`src/rtl/traffic_pkg.sv`:
```
// Shared types and constants for the traffic phase controller.
//   phase_e  : phase state codes (codes 6-7 are illegal; code 5 is illegal
//              unless TRAFFIC_PED_EN is defined)
//   dir_e    : which road gets the next green
//   LAMP_*   : one-hot {red,yellow,green} lamp encodings
//   lamps_of : lamp decode for a phase, returned as {ns, ew}
//   dur_sat  : duration with 0 treated as 1
package traffic_pkg;

  typedef enum logic [2:0] {
    StAllRed   = 3'd0,
    StNsGreen  = 3'd1,
    StNsYellow = 3'd2,
    StEwGreen  = 3'd3,
    StEwYellow = 3'd4,
    StPedWalk  = 3'd5
  } phase_e;

  typedef enum logic {
    DirNs = 1'b0,
    DirEw = 1'b1
  } dir_e;

  localparam logic [2:0] LAMP_RED = 3'b100;
  localparam logic [2:0] LAMP_YEL = 3'b010;
  localparam logic [2:0] LAMP_GRN = 3'b001;

  function automatic int unsigned dur_sat(int unsigned d);
    return (d == 0) ? 1 : d;
  endfunction

  function automatic int unsigned max_u(int unsigned a, int unsigned b);
    return (a > b) ? a : b;
  endfunction

  function automatic logic [5:0] lamps_of(phase_e s);
    case (s)
      StNsGreen:  return {LAMP_GRN, LAMP_RED};
      StNsYellow: return {LAMP_YEL, LAMP_RED};
      StEwGreen:  return {LAMP_RED, LAMP_GRN};
      StEwYellow: return {LAMP_RED, LAMP_YEL};
      default:    return {LAMP_RED, LAMP_RED};
    endcase
  endfunction

endpackage

```
`src/rtl/tick_prescaler.sv`:
```
// Free-running tick prescaler.
//   clk_i   : clock, rising edge
//   rst_ni  : asynchronous active-low reset
//   en_i    : count enable; low freezes the counter and suppresses tick_o
//   clr_i   : synchronous clear, has priority over counting
//   tick_o  : one-cycle pulse on the last count before wrapping (TICK_MAX-1)
module tick_prescaler #(
  parameter int unsigned TICK_MAX = 40000000
) (
  input  logic clk_i,
  input  logic rst_ni,
  input  logic en_i,
  input  logic clr_i,
  output logic tick_o
);

  localparam int unsigned CntW = (TICK_MAX > 1) ? $clog2(TICK_MAX) : 1;
  localparam logic [CntW-1:0] CntMax = CntW'(TICK_MAX - 1);

  logic [CntW-1:0] cnt_d, cnt_q;

  assign tick_o = en_i & (cnt_q == CntMax);

  always_comb begin
    cnt_d = cnt_q;
    if (clr_i) begin
      cnt_d = '0;
    end else if (en_i) begin
      cnt_d = tick_o ? '0 : cnt_q + 1'b1;
    end
  end

  always_ff @(posedge clk_i or negedge rst_ni) begin
    if (!rst_ni) begin
      cnt_q <= '0;
    end else begin
      cnt_q <= cnt_d;
    end
  end

endmodule

```
`src/rtl/traffic_phase_ctrl.sv`:
```
// Two-way intersection phase sequencer.
// Sequence: ALL_RED -> NS green/yellow -> ALL_RED -> EW green/yellow -> ...
// with an optional pedestrian walk phase taken from ALL_RED when a request
// is pending. Walk support is built only when TRAFFIC_PED_EN is defined.
//   clk_i, rst_ni   : clock and asynchronous active-low reset
//   enable_i        : low freezes prescaler, tick counter and state
//   ped_req_i       : pedestrian request (level or pulse)
//   ns_lamp_o       : {red,yellow,green} north-south
//   ew_lamp_o       : {red,yellow,green} east-west
//   walk_o          : pedestrian walk lamp
//   ped_pending_o   : request latched and not yet served
//   phase_o         : current state code
//   tick_o          : prescaler overflow pulse
module traffic_phase_ctrl
  import traffic_pkg::*;
#(
  parameter int unsigned TICK_MAX = 40000000,
  parameter int unsigned GREEN_T  = 20,
  parameter int unsigned YELLOW_T = 3,
  parameter int unsigned ALLRED_T = 2,
  parameter int unsigned PED_T    = 10
) (
  input  logic       clk_i,
  input  logic       rst_ni,
  input  logic       enable_i,
  input  logic       ped_req_i,
  output logic [2:0] ns_lamp_o,
  output logic [2:0] ew_lamp_o,
  output logic       walk_o,
  output logic       ped_pending_o,
  output logic [2:0] phase_o,
  output logic       tick_o
);

  localparam int unsigned GreenD  = dur_sat(GREEN_T);
  localparam int unsigned YellowD = dur_sat(YELLOW_T);
  localparam int unsigned AllRedD = dur_sat(ALLRED_T);
  localparam int unsigned PedD    = dur_sat(PED_T);
  localparam int unsigned MaxD    = max_u(max_u(GreenD, YellowD), max_u(AllRedD, PedD));
  localparam int unsigned CntW    = $clog2(MaxD + 1);

  phase_e          state_d, state_q;
  dir_e            next_dir_d, next_dir_q;
  logic [CntW-1:0] elapsed_d, elapsed_q;
  logic [CntW-1:0] dur_m1;
  logic [2:0]      ns_lamp_d, ns_lamp_q, ew_lamp_d, ew_lamp_q;
  logic            tick;
  logic            adv;
  logic            phase_chg;

  tick_prescaler #(
    .TICK_MAX(TICK_MAX)
  ) u_prescaler (
    .clk_i (clk_i),
    .rst_ni(rst_ni),
    .en_i  (enable_i),
    .clr_i (phase_chg),
    .tick_o(tick)
  );

  // Elapsed-tick limit for the current phase.
  always_comb begin
    dur_m1 = CntW'(AllRedD - 1);
    case (state_q)
      StNsGreen, StEwGreen:   dur_m1 = CntW'(GreenD - 1);
      StNsYellow, StEwYellow: dur_m1 = CntW'(YellowD - 1);
      StPedWalk:              dur_m1 = CntW'(PedD - 1);
      default:                dur_m1 = CntW'(AllRedD - 1);
    endcase
  end

  assign adv       = tick & (elapsed_q == dur_m1);
  assign phase_chg = (state_d != state_q);

`ifdef TRAFFIC_PED_EN
  logic ped_pending_d, ped_pending_q, walk_q;

  // Requests are ignored while walking and on the edge that enters the walk.
  always_comb begin
    ped_pending_d = ped_pending_q;
    if ((state_d == StPedWalk) && (state_q != StPedWalk)) begin
      ped_pending_d = 1'b0;
    end else if ((state_q != StPedWalk) && ped_req_i) begin
      ped_pending_d = 1'b1;
    end
  end

  always_ff @(posedge clk_i or negedge rst_ni) begin
    if (!rst_ni) begin
      ped_pending_q <= 1'b0;
      walk_q        <= 1'b0;
    end else begin
      ped_pending_q <= ped_pending_d;
      walk_q        <= (state_d == StPedWalk);
    end
  end

  assign ped_pending_o = ped_pending_q;
  assign walk_o        = walk_q;
`else
  logic unused_ped_req;
  assign unused_ped_req = ped_req_i;
  assign ped_pending_o  = 1'b0;
  assign walk_o         = 1'b0;
`endif

  always_comb begin
    state_d    = state_q;
    next_dir_d = next_dir_q;
    case (state_q)
      StAllRed: begin
        if (adv) begin
          state_d = (next_dir_q == DirEw) ? StEwGreen : StNsGreen;
`ifdef TRAFFIC_PED_EN
          // Decision uses the latched flag, so a request on this edge waits.
          if (ped_pending_q) state_d = StPedWalk;
`endif
        end
      end
      StNsGreen:  if (adv) state_d = StNsYellow;
      StNsYellow: begin
        if (adv) begin
          state_d    = StAllRed;
          next_dir_d = DirEw;
        end
      end
      StEwGreen:  if (adv) state_d = StEwYellow;
      StEwYellow: begin
        if (adv) begin
          state_d    = StAllRed;
          next_dir_d = DirNs;
        end
      end
`ifdef TRAFFIC_PED_EN
      StPedWalk: begin
        if (adv) state_d = (next_dir_q == DirEw) ? StEwGreen : StNsGreen;
      end
`endif
      // Illegal codes recover at once.
      default: state_d = StAllRed;
    endcase
  end

  always_comb begin
    elapsed_d = elapsed_q;
    if (phase_chg) begin
      elapsed_d = '0;
    end else if (tick) begin
      elapsed_d = elapsed_q + 1'b1;
    end
    {ns_lamp_d, ew_lamp_d} = lamps_of(state_d);
  end

  always_ff @(posedge clk_i or negedge rst_ni) begin
    if (!rst_ni) begin
      state_q    <= StAllRed;
      next_dir_q <= DirNs;
      elapsed_q  <= '0;
      ns_lamp_q  <= LAMP_RED;
      ew_lamp_q  <= LAMP_RED;
    end else begin
      state_q    <= state_d;
      next_dir_q <= next_dir_d;
      elapsed_q  <= elapsed_d;
      ns_lamp_q  <= ns_lamp_d;
      ew_lamp_q  <= ew_lamp_d;
    end
  end

  assign ns_lamp_o = ns_lamp_q;
  assign ew_lamp_o = ew_lamp_q;
  assign phase_o   = state_q;
  assign tick_o    = tick;

endmodule
```
`config.mk`:
```
export PLATFORM = sky130hd
export DESIGN_NAME = traffic_phase_ctrl
export DESIGN_NICKNAME = d
export VERILOG_FILES = /design/src/rtl/traffic_pkg.sv /design/src/rtl/tick_prescaler.sv /design/src/rtl/traffic_phase_ctrl.sv
export SDC_FILE = /design/constraint.sdc
export NUM_CORES = 1
export LEC_CHECK = 0
export CAP_MARGIN = 0
export CORE_MARGIN = 2
export CORE_UTILIZATION = 40
export CTS_BUF_LIST = sky130_fd_sc_hd__clkbuf_4 sky130_fd_sc_hd__clkbuf_8
export CTS_CLUSTER_SIZE = 12
export DETAILED_ROUTE_END_ITERATION = 8
export RECOVER_POWER = 100
export SYNTH_ARGS = -nofsm -noshare
export SYNTH_HDL_FRONTEND = slang
export SYNTH_SLANG_ARGS = --single-unit
```
`constraint.sdc`:
```
create_clock -name clk_i -period 4.5 [get_ports clk_i]
set_clock_uncertainty 0.1 [all_clocks]
set_input_delay 0.45 -clock clk_i [delete_from_list [all_inputs] [get_ports clk_i]]
set_output_delay 0.45 -clock clk_i [all_outputs]
set_load 0.02 [all_outputs]
```
==> results.py, run 1 <==
metrics = {
    "layout": {
        "register_area_um2": 1030,
        "drive_above_1_share": 0.0730,
        "post-route-cell-area_um2": 2590,
        "multi_input_area_um2": 1180,
        "finalNetCount": 279,
        "post-route-util": 0.468,
        "final_cells": 346,
        "area_growth_pct": 12.5,
        "fillCellCount": 554,
        "n_antenna_cell": 0,
    },
    "detailed_routing": {
        "drtIter0Drc": 146,
        "vias_per_cell": 5.63,
        "drc": 0,
        "via_count": 1948,
        "final_antenna_net_count": 0,
        "drt_wl_total_um": 4840,
        "avgRoutedWirePerCell_um": 14.0,
        "drtPass1Iterations": 4,
    },
    "place": {
        "place_area_um2": 2470,
        "port_buffers": 12,
        "place_ws_ns": 1.06,
        "dpl.hpwl_um": 3070,
        "dp_cells": 338,
        "gp_congestion": 0.785,
    },
    "logic_synthesis": {
        "synth_xor_xnor_area_share": 0.0418,
        "synth_ff_type": "dfrtp_1",
        "syn_inst": 265,
        "synth_seq_cells": 41,
        "yosys.area_share.simple": 0.296,
        "synth_edf_count": 0,
        "syn_avg_cell_area_um2": 8.70,
        "syn_area_um2": 2300,
        "ys_types": 48,
        "async_flop_share": 1.00,
        "synth-compound-area-share": 0.141,
        "synthAdderAreaFrac": 0.0109,
        "synth_mux_area_frac": 0.0223,
        "yosysWarningCount": 0,
        "synth_top_family_by_area": "simple AND/OR/NAND/NOR gates",
        "ys_seq_area_frac": 0.446,
    },
    "clocking": {
        "cts_root_buf": "clkbuf_8",
        "cts_tree": "done",
        "path_clk_slew_ns": 0.08,
        "cts_sinks": 41,
        "post_cts_buffers": 0,
        "tritoncts.num_buffers": 5,
        "cts_resized": 0,
        "insertion_delay_ns": 0.29,
        "clockBufferDepth": 2,
        "h-tree-depth": 2,
        "cts_hold_buf": 0,
    },
    "floorplan": {
        "ios": 16,
        "core_area_um2": 5540,
        "rows": 27,
        "start_util": 0.416,
        "dieWidth_um": 79.9,
        "dieHeight_um": 79.9,
        "die-area_um2": 6380,
    },
    "setup_path": {
        "crit_fanout": 31,
        "r2r_slack_ns": 0.80,
        "crit_required_ns": 4.52,
        "end_kind": "register",
        "r2r_end": "u_prescaler.cnt_q[1]",
        "critical_path_class": "input port to register",
        "worstSetupStartpointType": "input port",
        "ff2ff_path_depth": 7,
        "r2r_start": "u_prescaler.cnt_q[15]",
        "crit_arrival_ns": 3.73,
    },
    "timing": {
        "finalHoldViolations": 0,
        "fmax_mhz": 270,
        "fin_ws_ns": 0.791,
        "whs_ns": 0.449,
        "fin_crit_sh": 0.824,
        "tns_ns": 0,
        "setup_viol_count_final": 0,
        "grt_setup_unrepaired": "false",
        "final_max_slew_viol_count": 42,
        "worstMarginPinSlew_ns": 2.21,
        "max_slew_margin": -0.472,
        "period_needed_ns": 3.71,
    },
    "hold_path": {
        "holdPathStages": 2,
        "min_to": "u_prescaler.cnt_q[7]",
        "hold_class": "register to register",
        "hold_start": "u_prescaler.cnt_q[7]",
    },
    "run": {
        "drv_cap": 1,
    },
    "grt": {
        "grt_pass1_vias": 1811,
        "grt_pass1_wl_um": 8530,
        "track_usage": 0.168,
        "grt_antenna_before_repair": 0,
        "overflow": 0,
        "grt_max_degree": 42,
    },
    "run_status": {
        "violations": "max-capacitance violations, max-slew violations",
        "status": "finished with violations",
    },
    "power": {
        "p_leak_nw": 1.10,
        "finalPower_mw": 0.823,
        "peakVddDrop_uv": 210,
        "pwr_density_cell_nw_per_um2": 317,
    },
}
-- critical path: stages --
cell and delay, ns:
clkdlybuf4s50_1 0.45, buf_4 0.25, nand4_1 0.17, or3_1 0.48, or4_1 0.62, o21ai_0 0.11
clkbuf_1 1.04, nor2_1 0.13
-- cells by family (layout without fill, tap and decap cells) --
| family | after synthesis | after routing |
|---|---|---|
| AO/OA/AOI/OAI | 57 | 57 |
| XOR/XNOR | 11 | 11 |
| adder cells (fa/ha/maj) | 2 | 2 |
| buffers and inverters | 21 | 29 |
| flip-flops | 41 | 41 |
| multiplexers | 5 | 5 |
| other | 1 | 2 |
| AND/OR/NAND/NOR | 127 | 127 |
-- Yosys cell counts, types with 2 or more instances --
library cell | count | area (um2)
nor2_1 | 30 | 113
nand4_1 | 7 | 43.8
or4b_1 | 2 | 20.0
a21o_2 | 2 | 17.5
nand2_1 | 23 | 86.3
and4_1 | 3 | 26.3
nand3_1 | 15 | 75.1
o21ai_0 | 17 | 85.1
a21oi_1 | 26 | 130
a31oi_1 | 4 | 25.0
nor4_1 | 4 | 25.0
nor2b_1 | 3 | 18.8
ha_1 | 2 | 25.0
buf_2 | 5 | 25.0
xor2_1 | 8 | 70.1
and3_1 | 5 | 31.3
mux2i_1 | 4 | 40.0
nor3_1 | 9 | 45.0
xnor2_1 | 3 | 26.3
or3_1 | 10 | 62.6
buf_4 | 2 | 15.0
inv_1 | 4 | 15.0
clkbuf_1 | 8 | 30.0
nand3b_1 | 4 | 30.0
dfrtp_1 | 39 | 976
dfstp_2 | 2 | 52.6
or4_1 | 3 | 22.5
-- routing by layer --
metal	vias up	share of wire	global-route usage
li1	963	-	-
met1	935	0.51	0.239
met2	44	0.44	0.253
met3	6	0.037	0.0362
met4	0	0.012	0.0542
met5	-	0	0
-- how the worst max path moves through the flow --
stage,startpoint,endpoint,slack [ns],depth (start not counted)
2_1_floorplan,u_prescaler.cnt_q[0],ns_lamp_o[2],1.92,8
3_3_place_gp,enable_i,ew_lamp_o[0],1.14,7
3_5_place_dp,enable_i,ew_lamp_o[0],1.06,7
4_1_cts,u_prescaler.cnt_q[0],tick_o,1.14,7
5_1_grt,u_prescaler.cnt_q[0],u_prescaler.cnt_q[9],0.50,8
6_report,enable_i,u_prescaler.cnt_q[1],0.79,8
-- layout by cell type (no fill, tap or decap), types with 3 or more instances in the layout --
cell type,n
dfrtp_1,39
nor2_1,30
a21oi_1,26
nand2_1,23
o21ai_0,17
nand3_1,15
or3_1,10
dlygate4sd3_1,10
nor3_1,9
xor2_1,8
nand4_1,7
and3_1,5
clkbuf_8,5
nor4_1,4
inv_1,4
mux2i_1,4
nand3b_1,4
or4_1,4
a31oi_1,4
and4_1,3
xnor2_1,3
nor2b_1,3
buf_4,3
-- power by group --
group	switching [mW]	internal [mW]
Clock	0.132	0.220
Combinational	0.0346	0.0229
Sequential	0.0223	0.391
-- state kept, by name, summed over array words and instances (netlist names) --
name / cells
next_dir_q: 1
ns_lamp_o: 3
ew_lamp_o: 3
phase_o: 3
u_prescaler.cnt_q: 26
elapsed_q: 5
-- final cells by class --
class                      count  area share
clock buffer                   5      0.0265
multi-input combinational    204       0.456
tap                           72      0.0347
clock inverter                 3      0.0251
inverter                       5     0.00724
timing repair buffer          16      0.0540
sequential                    41       0.397
(Power assumes the default switching activity.)
==> inputs of run 2 (changes only) <==
==> constraint.sdc (replaced) <==
create_clock -name clk_i -period 3.77 [get_ports clk_i]
set_clock_uncertainty 0.1 [all_clocks]
set_input_delay 0.377 -clock clk_i [delete_from_list [all_inputs] [get_ports clk_i]]
set_output_delay 0.377 -clock clk_i [all_outputs]
set_load 0.02 [all_outputs]
==> results.py, run 2 (same netlist as run 1, synthesis figures left out) <==
metrics = {
    "run_status": {
        "status": "finished with violations",
        "violations": "max-capacitance violations, max-slew violations",
    },
    "place": {
        "place_area_um2": 2490,
        "dpl.hpwl_um": 3170,
        "gp_congestion": 0.805,
        "port_buffers": 12,
        "dp_cells": 340,
    },
    "grt": {
        "grt_pass1_vias": 1740,
        "grt_antenna_before_repair": 0,
        "grt_pass1_wl_um": 8310,
        "overflow": 0,
        "track_usage": 0.166,
        "grt_max_degree": 42,
    },
    "detailed_routing": {
        "vias_per_cell": 5.58,
        "drtIter0Drc": 171,
        "drtPass1Iterations": 4,
        "drt_wl_total_um": 4890,
        "drc": 0,
        "via_count": 1941,
        "avgRoutedWirePerCell_um": 14.1,
        "final_antenna_net_count": 0,
    },
    "layout": {
        "post-route-util": 0.471,
        "area_growth_pct": 13.2,
        "final_common_cell": "dfrtp_1",
        "mostFrequentLayoutCells": "39 x dfrtp_1, 30 x nor2_1, 26 x a21oi_1",
        "post-route-cell-area_um2": 2610,
        "finalNetCount": 281,
        "largest_reg_flops": 26,
        "top_register": "u_prescaler.cnt_q",
        "drive_above_1_share": 0.0797,
        "final_cells": 348,
        "reg_top3": "u_prescaler.cnt_q x26, elapsed_q x5",
        "n_antenna_cell": 0,
    },
    "setup_path": {
        "slowest_delay_ns": 0.61,
        "critPathBufInv": 1,
        "crit_fanout": 26,
        "critical_path_class": "register to register",
        "worstSetupStartpointType": "register",
        "crit_arrival_ns": 3.23,
        "end_kind": "register",
        "worstPathCellList": "ha_1 > and3_1 > nand4_1 > or3_1 > or4_1 > o21ai_2 > clkbuf_1 > a21oi_1",
        "critPathTopFamily": "simple AND/OR/NAND/NOR gates",
        "cp_slowest_cell": "or4_1",
        "crit_required_ns": 3.84,
    },
    "clocking": {
        "insertion_delay_ns": 0.29,
        "h-tree-depth": 2,
        "cts_sinks": 41,
        "post_cts_buffers": 0,
        "clockBufferDepth": 2,
        "cts_hold_buf": 0,
        "cts_resized": 0,
        "tritoncts.num_buffers": 5,
        "cts_tree": "done",
        "cts_root_buf": "clkbuf_8",
        "path_clk_slew_ns": 0.08,
    },
    "floorplan": {
        "dieWidth_um": 79.9,
        "ios": 16,
        "start_util": 0.416,
        "die-area_um2": 6380,
        "core_area_um2": 5540,
        "dieHeight_um": 79.9,
        "rows": 27,
    },
    "run": {
        "drv_cap": 1,
    },
    "timing": {
        "max_slew_margin": -0.438,
        "tns_ns": 0,
        "worstMarginPinSlew_ns": 2.16,
        "final_max_slew_viol_count": 42,
        "finalHoldViolations": 0,
        "fmax_mhz": 316,
        "fin_crit_sh": 0.839,
        "period_needed_ns": 3.16,
        "grt_setup_unrepaired": "false",
        "setup_viol_count_final": 0,
    },
    "power": {
        "pwr_density_cell_nw_per_um2": 375,
        "peakVddDrop_uv": 316,
        "p_leak_nw": 1.11,
        "finalPower_mw": 0.978,
    },
    "hold_path": {
        "hold_class": "register to register",
    },
}
==> run 2: layout make-up <==
class	count	area, um2
timing repair buffer	18	151
clock buffer	5	68.8
clock inverter	3	65.1
multi-input combinational	204	1190
tap	72	90.1
sequential	41	1030
inverter	5	18.8
fill	559	2930
==> run 2: per-stage QoR <==
step	worst slack, ns	hold slack, ns
finish	0.608	0.446
global route	0.432	0.467
CTS	0.711	0.152
detailed placement	0.747	0.442
global placement	0.782	0.432
floorplan	1.19	-0.0186
==> run 2: routing by layer <==
metal / vias up / part of all wire / track usage
met5: - / 0 / 0
met4: 0 / 0.0055 / 0.0492
met3: 2 / 0.044 / 0.0407
met2: 45 / 0.46 / 0.247
met1: 920 / 0.49 / 0.240
li1: 974 / - / -
==> run 2: worst paths after layout <==
kind,startpoint,end,slack [ns],depth (start not counted)
max,u_prescaler.cnt_q[0],u_prescaler.cnt_q[12],0.61,8
min,u_prescaler.cnt_q[7],u_prescaler.cnt_q[7],0.45,2
max reg2reg,u_prescaler.cnt_q[0],u_prescaler.cnt_q[12],0.61,8
min reg2reg,u_prescaler.cnt_q[7],u_prescaler.cnt_q[7],0.45,2
max in group asynchronous,rst_ni,u_prescaler.cnt_q[23],1.73,1
min in group asynchronous,rst_ni,u_prescaler.cnt_q[1],0.61,1
==> run 2: worst reg2reg max path, cell delays in order, from the launching register on <==
cell and delay (ns):
dfrtp_1 0.42, ha_1 0.19, and3_1 0.29, nand4_1 0.18
or3_1 0.37, or4_1 0.61, o21ai_2 0.47, clkbuf_1 0.33
a21oi_1 0.08
==> run 2: power by group <==
part | switching [mW] | internal (mW) | leakage, nW
registers | 0.0285 | 0.466 | 0.557
clock network | 0.152 | 0.263 | 0.0681
logic | 0.0413 | 0.0272 | 0.481
total | 0.221 | 0.757 | 1.11
==> inputs of run 3 (changes only) <==
==> constraint.sdc (replaced) <==
create_clock -name clk_i -period 2.9 [get_ports clk_i]
set_clock_uncertainty 0.1 [all_clocks]
set_input_delay 0.29 -clock clk_i [delete_from_list [all_inputs] [get_ports clk_i]]
set_output_delay 0.29 -clock clk_i [all_outputs]
set_load 0.02 [all_outputs]
==> results.py, run 3 (same netlist as run 1, synthesis figures left out) <==
metrics = {
    "timing": {
        "period_needed_ns": 2.70,
        "final_max_slew_viol_count": 42,
        "grt_setup_unrepaired": "false",
        "setup_viol_count_final": 0,
        "fin_crit_sh": 0.930,
        "worstMarginPinSlew_ns": 2.23,
        "tns_ns": 0,
        "fmax_mhz": 371,
        "finalHoldViolations": 0,
        "max_slew_margin": -0.486,
    },
    "place": {
        "place_area_um2": 2540,
        "port_buffers": 12,
        "gp_congestion": 0.811,
        "dpl.hpwl_um": 3330,
        "dp_cells": 346,
    },
    "detailed_routing": {
        "drtPass1Iterations": 4,
        "via_count": 1957,
        "drt_wl_total_um": 5070,
        "vias_per_cell": 5.53,
        "final_antenna_net_count": 0,
        "avgRoutedWirePerCell_um": 14.3,
        "drc": 0,
        "drtIter0Drc": 202,
    },
    "clocking": {
        "post_cts_buffers": 0,
        "path_clk_slew_ns": 0.08,
        "h-tree-depth": 2,
        "cts_root_buf": "clkbuf_8",
        "cts_tree": "done",
        "cts_sinks": 41,
        "tritoncts.num_buffers": 5,
        "insertion_delay_ns": 0.29,
        "clockBufferDepth": 2,
    },
    "layout": {
        "drive_above_1_share": 0.113,
        "finalNetCount": 287,
        "top_register": "u_prescaler.cnt_q",
        "mostFrequentLayoutCells": "39 x dfrtp_1, 30 x nor2_1, 26 x a21oi_1",
        "post-route-cell-area_um2": 2680,
        "final_common_cell": "dfrtp_1",
        "reg_top3": "u_prescaler.cnt_q x26, elapsed_q x5",
        "largest_reg_flops": 26,
        "n_antenna_cell": 0,
        "final_cells": 354,
        "area_growth_pct": 16.3,
    },
    "hold_path": {
        "hold_class": "register to register",
    },
    "floorplan": {
        "die-area_um2": 6380,
        "ios": 16,
        "start_util": 0.416,
        "dieHeight_um": 79.9,
        "core_area_um2": 5540,
        "dieWidth_um": 79.9,
        "rows": 27,
    },
    "setup_path": {
        "crit_required_ns": 3.03,
        "crit_fanout": 5,
        "cp_slowest_cell": "or4_4",
        "critPathBufInv": 0,
        "critical_path_class": "register to register",
        "worstSetupStartpointType": "register",
        "crit_arrival_ns": 2.82,
        "worstPathCellList": "ha_1 > and3_1 > nand4_1 > or3_1 > or4_4 > or3_1 > a31o_2",
        "end_kind": "register",
        "path_common_cell": "or3_1",
        "slowest_delay_ns": 0.56,
        "critPathTopFamily": "simple AND/OR/NAND/NOR gates",
    },
    "grt": {
        "grt_antenna_before_repair": 0,
        "grt_pass1_wl_um": 9050,
        "grt_max_degree": 42,
        "grt_pass1_vias": 1902,
        "overflow": 0,
        "track_usage": 0.181,
    },
    "power": {
        "peakVddDrop_uv": 440,
        "p_leak_nw": 1.15,
        "finalPower_mw": 1.28,
        "pwr_density_cell_nw_per_um2": 476,
    },
    "run_status": {
        "violations": "max-capacitance violations, max-slew violations",
        "status": "finished with violations",
    },
    "run": {
        "drv_cap": 1,
    },
}
-- run 3: changes by cell type in the layout (fill, tap and decap cells not counted), sizes merged --
| cell | delta |
|---|---|
| buf | +8 |
| dlygate4sd2 | +1 |
| dlygate4sd3 | -1 |
| clkbuf | -2 |
-- run 3: timing repair --
action,CTS,global route
setup endpoints to repair,1,1
hold buffers,0,0
resized for setup,2,1
-- run 3: power breakdown --
group	switching, mW	internal, mW	total, mW
clock network	0.203	0.342	0.545
registers	0.0346	0.606	0.641
logic	0.0540	0.0355	0.0895
-- run 3: worst register-to-register path, cell delays in order, from the launching register on --
cell and delay, ns:
dfrtp_1 0.41, ha_1 0.19, and3_1 0.26, nand4_1 0.18, or3_1 0.38, or4_4 0.56
or3_1 0.31, a31o_2 0.25
-- run 3: area by class of cell --
class	count	area (um2)
timing repair buffer	24	213
sequential	41	1030
fill	536	2860
clock inverter	3	65.1
multi-input combinational	204	1200
clock buffer	5	68.8
tap	72	90.1
inverter	5	18.8
-- run 3: worst paths after layout --
| kind | from | endpoint | slack, ns | cells after the start |
|---|---|---|---|---|
| setup / recovery | u_prescaler.cnt_q[0] | ns_lamp_o[2] | 0.20 | 7 |
| hold / removal | u_prescaler.cnt_q[7] | u_prescaler.cnt_q[7] | 0.45 | 2 |
| setup reg to reg | u_prescaler.cnt_q[0] | ns_lamp_o[2] | 0.20 | 7 |
| hold reg to reg | u_prescaler.cnt_q[7] | u_prescaler.cnt_q[7] | 0.45 | 2 |
| max in group asynchronous | rst_ni | u_prescaler.cnt_q[23] | 0.88 | 1 |
| min in group asynchronous | rst_ni | u_prescaler.cnt_q[5] | 0.55 | 1 |
-- run 3: through the flow --
step | setup slack (ns) | hold WS (ns) | utilization
6_report | 0.204 | 0.450 | 0.484
5_1_grt | 0.0347 | 0.493 | 0.484
4_1_cts | 0.178 | 0.0686 | 0.484
3_5_place_dp | 0.217 | 0.391 | 0.459
3_3_place_gp | 0.222 | 0.393 | 0.459
2_1_floorplan | 0.319 | -0.106 | -
-- run 3: routing by layer --
layer,track usage,wire (um)
met5,0,0
met4,0.0610,40
met3,0.0362,151
met2,0.278,2360
met1,0.255,2520
==> patch, RTL diff (flow settings as in run 2) <==
Add a define of `TRAFFIC_PED_EN`.
--- a/src/rtl/traffic_phase_ctrl.sv
+++ b/src/rtl/traffic_phase_ctrl.sv
@@ -11,6 +11,8 @@
 //   ped_pending_o   : request latched and not yet served
 //   phase_o         : current state code
 //   tick_o          : prescaler overflow pulse
+`define TRAFFIC_PED_EN
+
 module traffic_phase_ctrl
   import traffic_pkg::*;
 #(
Check against the original RTL: not equivalent (Yosys sat finds a counterexample within 4 cycles, from zero or initial values and one cycle with rst_ni low).
==> patch against run 2 <==
The run still ends with capacitance limit, slew limit left; total power fell by 4.1%; sequential cell count grew 2; setup slack worse by 0.19 ns; sequential share of layout area is 0.24 points lower; via count rose by 11%; wire length up 13%; sequential power up 3%; design area increased by 5.5%; synthesized area is 6.0% higher; register-to-register slack improved by 0.06 ns; first-iteration DRC count grew 11%; clock power is 12% lower; largest cell class unchanged; largest power group unchanged.
==> patch: results (changes against run 2) <==
Run status
  – Status: finished, violations left
  – Failing checks: capacitance limit, slew limit

Worst setup path
  – Worst R2R End: u_prescaler.cnt_q[10]
  – Max incr delay on CP: 0.69 ns (+0.08 ns)
  – CP Max Fanout: 5 (-81%)
  – R2R setup slack: 0.67 ns (+0.06 ns)
  – Arrival time worst endpoint: 2.88 ns (-0.35 ns)
  – Crit path max-delay cell type: dlygate4sd3_1

Synth
  – Mean post-synth cell area: 8.480 um2 (-2.5%)
  – Sequential area share after synthesis: 0.4416 (-0.004656)
  – Top-area cell type share of the netlist area: 0.4201 (-0.003371)
  – XOR/XNOR share of the synthesized area: 0.02869 (-0.01311)
  – Mux share of post-synthesis cell area: 0 (-0.02226)
  – Commonest cells post-synth: dfrtp_1 (41), o21ai_0 (37), nand2_1 (30), nor2_1 (20)
  – Synth Area in Adders: 0.01025 (-0.0006119)
  – Yosys cell types: 41 (-15%)

GRT
  – Overall Global Routing Usage: 0.1899 (+0.02342)
  – GR Util met1: 0.2654 (+0.02562)
  – GR Layer Usage met3: 0.04348 (+0.002754)
  – Largest net degree at the start of global routing: 44 (+4.8%)
  – Global-route wire length before repair: 9791 um (+18%)
  – Number of global-route vias before repair: 2009 (+15%)

STA
  – Hold slack: 0.3730 ns (-0.07344 ns)
  – Max-slew violation count: 44 (+4.8%)
  – Worst slew pin tran: 2.374 ns (+0.2176 ns)

Job
  – # Max-Cap Violations: 1 (unchanged)

Final layout
  – Final cell count without fillers: 375 (+7.8%)
  – Share of cells above drive strength 1: 0.05667 (-0.02304)
  – # fillers: 582 (+4.1%)
  – Number of nets in the layout: 305 (+8.5%)
  – Seq. cell area: 1079 um2 (+4.9%)
  – Diode count: 0 (unchanged)

Place
  – # port buffers: 15 (+3)
  – Placed cell count: 367 (+7.9%)
  – Pre-CTS setup slack: 0.6451 ns (-0.1022 ns)
  – Placement Cell Area: 2659 um2 (+6.9%)
  – RePlAce Congestion: 0.7929 (-1.5%)

Route
  – Uppermost layer routed: met4
  – Pre-antenna DRT Iters: 5 (+1)
  – Drt initial violations: 190 (+11%)
  – Routed wl met2: 2603 um (+15%)
  – Routed length on met3: 205 um (-4.2%)
  – Met1 wire length: 2641 um (+11%)

Worst hold path
  – Worst Hold Depth: 1 (-1)
  – Hold EP: u_prescaler.cnt_q[25]
  – Hold_sp: u_prescaler.cnt_q[25]

Power
  – Sequential cell power: 0.512 mW (+3%)
  – Peak supply drop: 201.8 uV (-36%)
  – Switching share of power: 0.2495 (+0.02312)

CTS
  – H-tree depth: 2 (unchanged)
patch: cell count changes in the layout (fill, tap and decap cells not counted), sizes merged, moves of 4 or more:
cell and delta:
a21oi -8, o21ai +21, nor2 -10, o31ai +4, mux2i -4, nand2 +7
patch: worst max path at each step:
| stage | start | end | slack [ns] | cells past startpoint |
|---|---|---|---|---|
| floorplan | u_prescaler.cnt_q[0] | next_dir_q | 1.09 | 10 |
| global placement | enable_i | ns_lamp_o[0] | 0.71 | 6 |
| detailed placement | enable_i | ns_lamp_o[0] | 0.65 | 6 |
| CTS | u_prescaler.cnt_q[0] | tick_o | 0.47 | 6 |
| global route | u_prescaler.cnt_q[0] | tick_o | 0.21 | 6 |
| finish | u_prescaler.cnt_q[0] | tick_o | 0.42 | 6 |
patch: final cells by class:
class                      instances  area share
clock buffer                       5     0.02500
clock inverter                     3     0.01591
inverter                           4    0.005455
multi-input combinational        224      0.4632
sequential                        43      0.3918
tap                               75     0.03409
timing repair buffer              21     0.06455
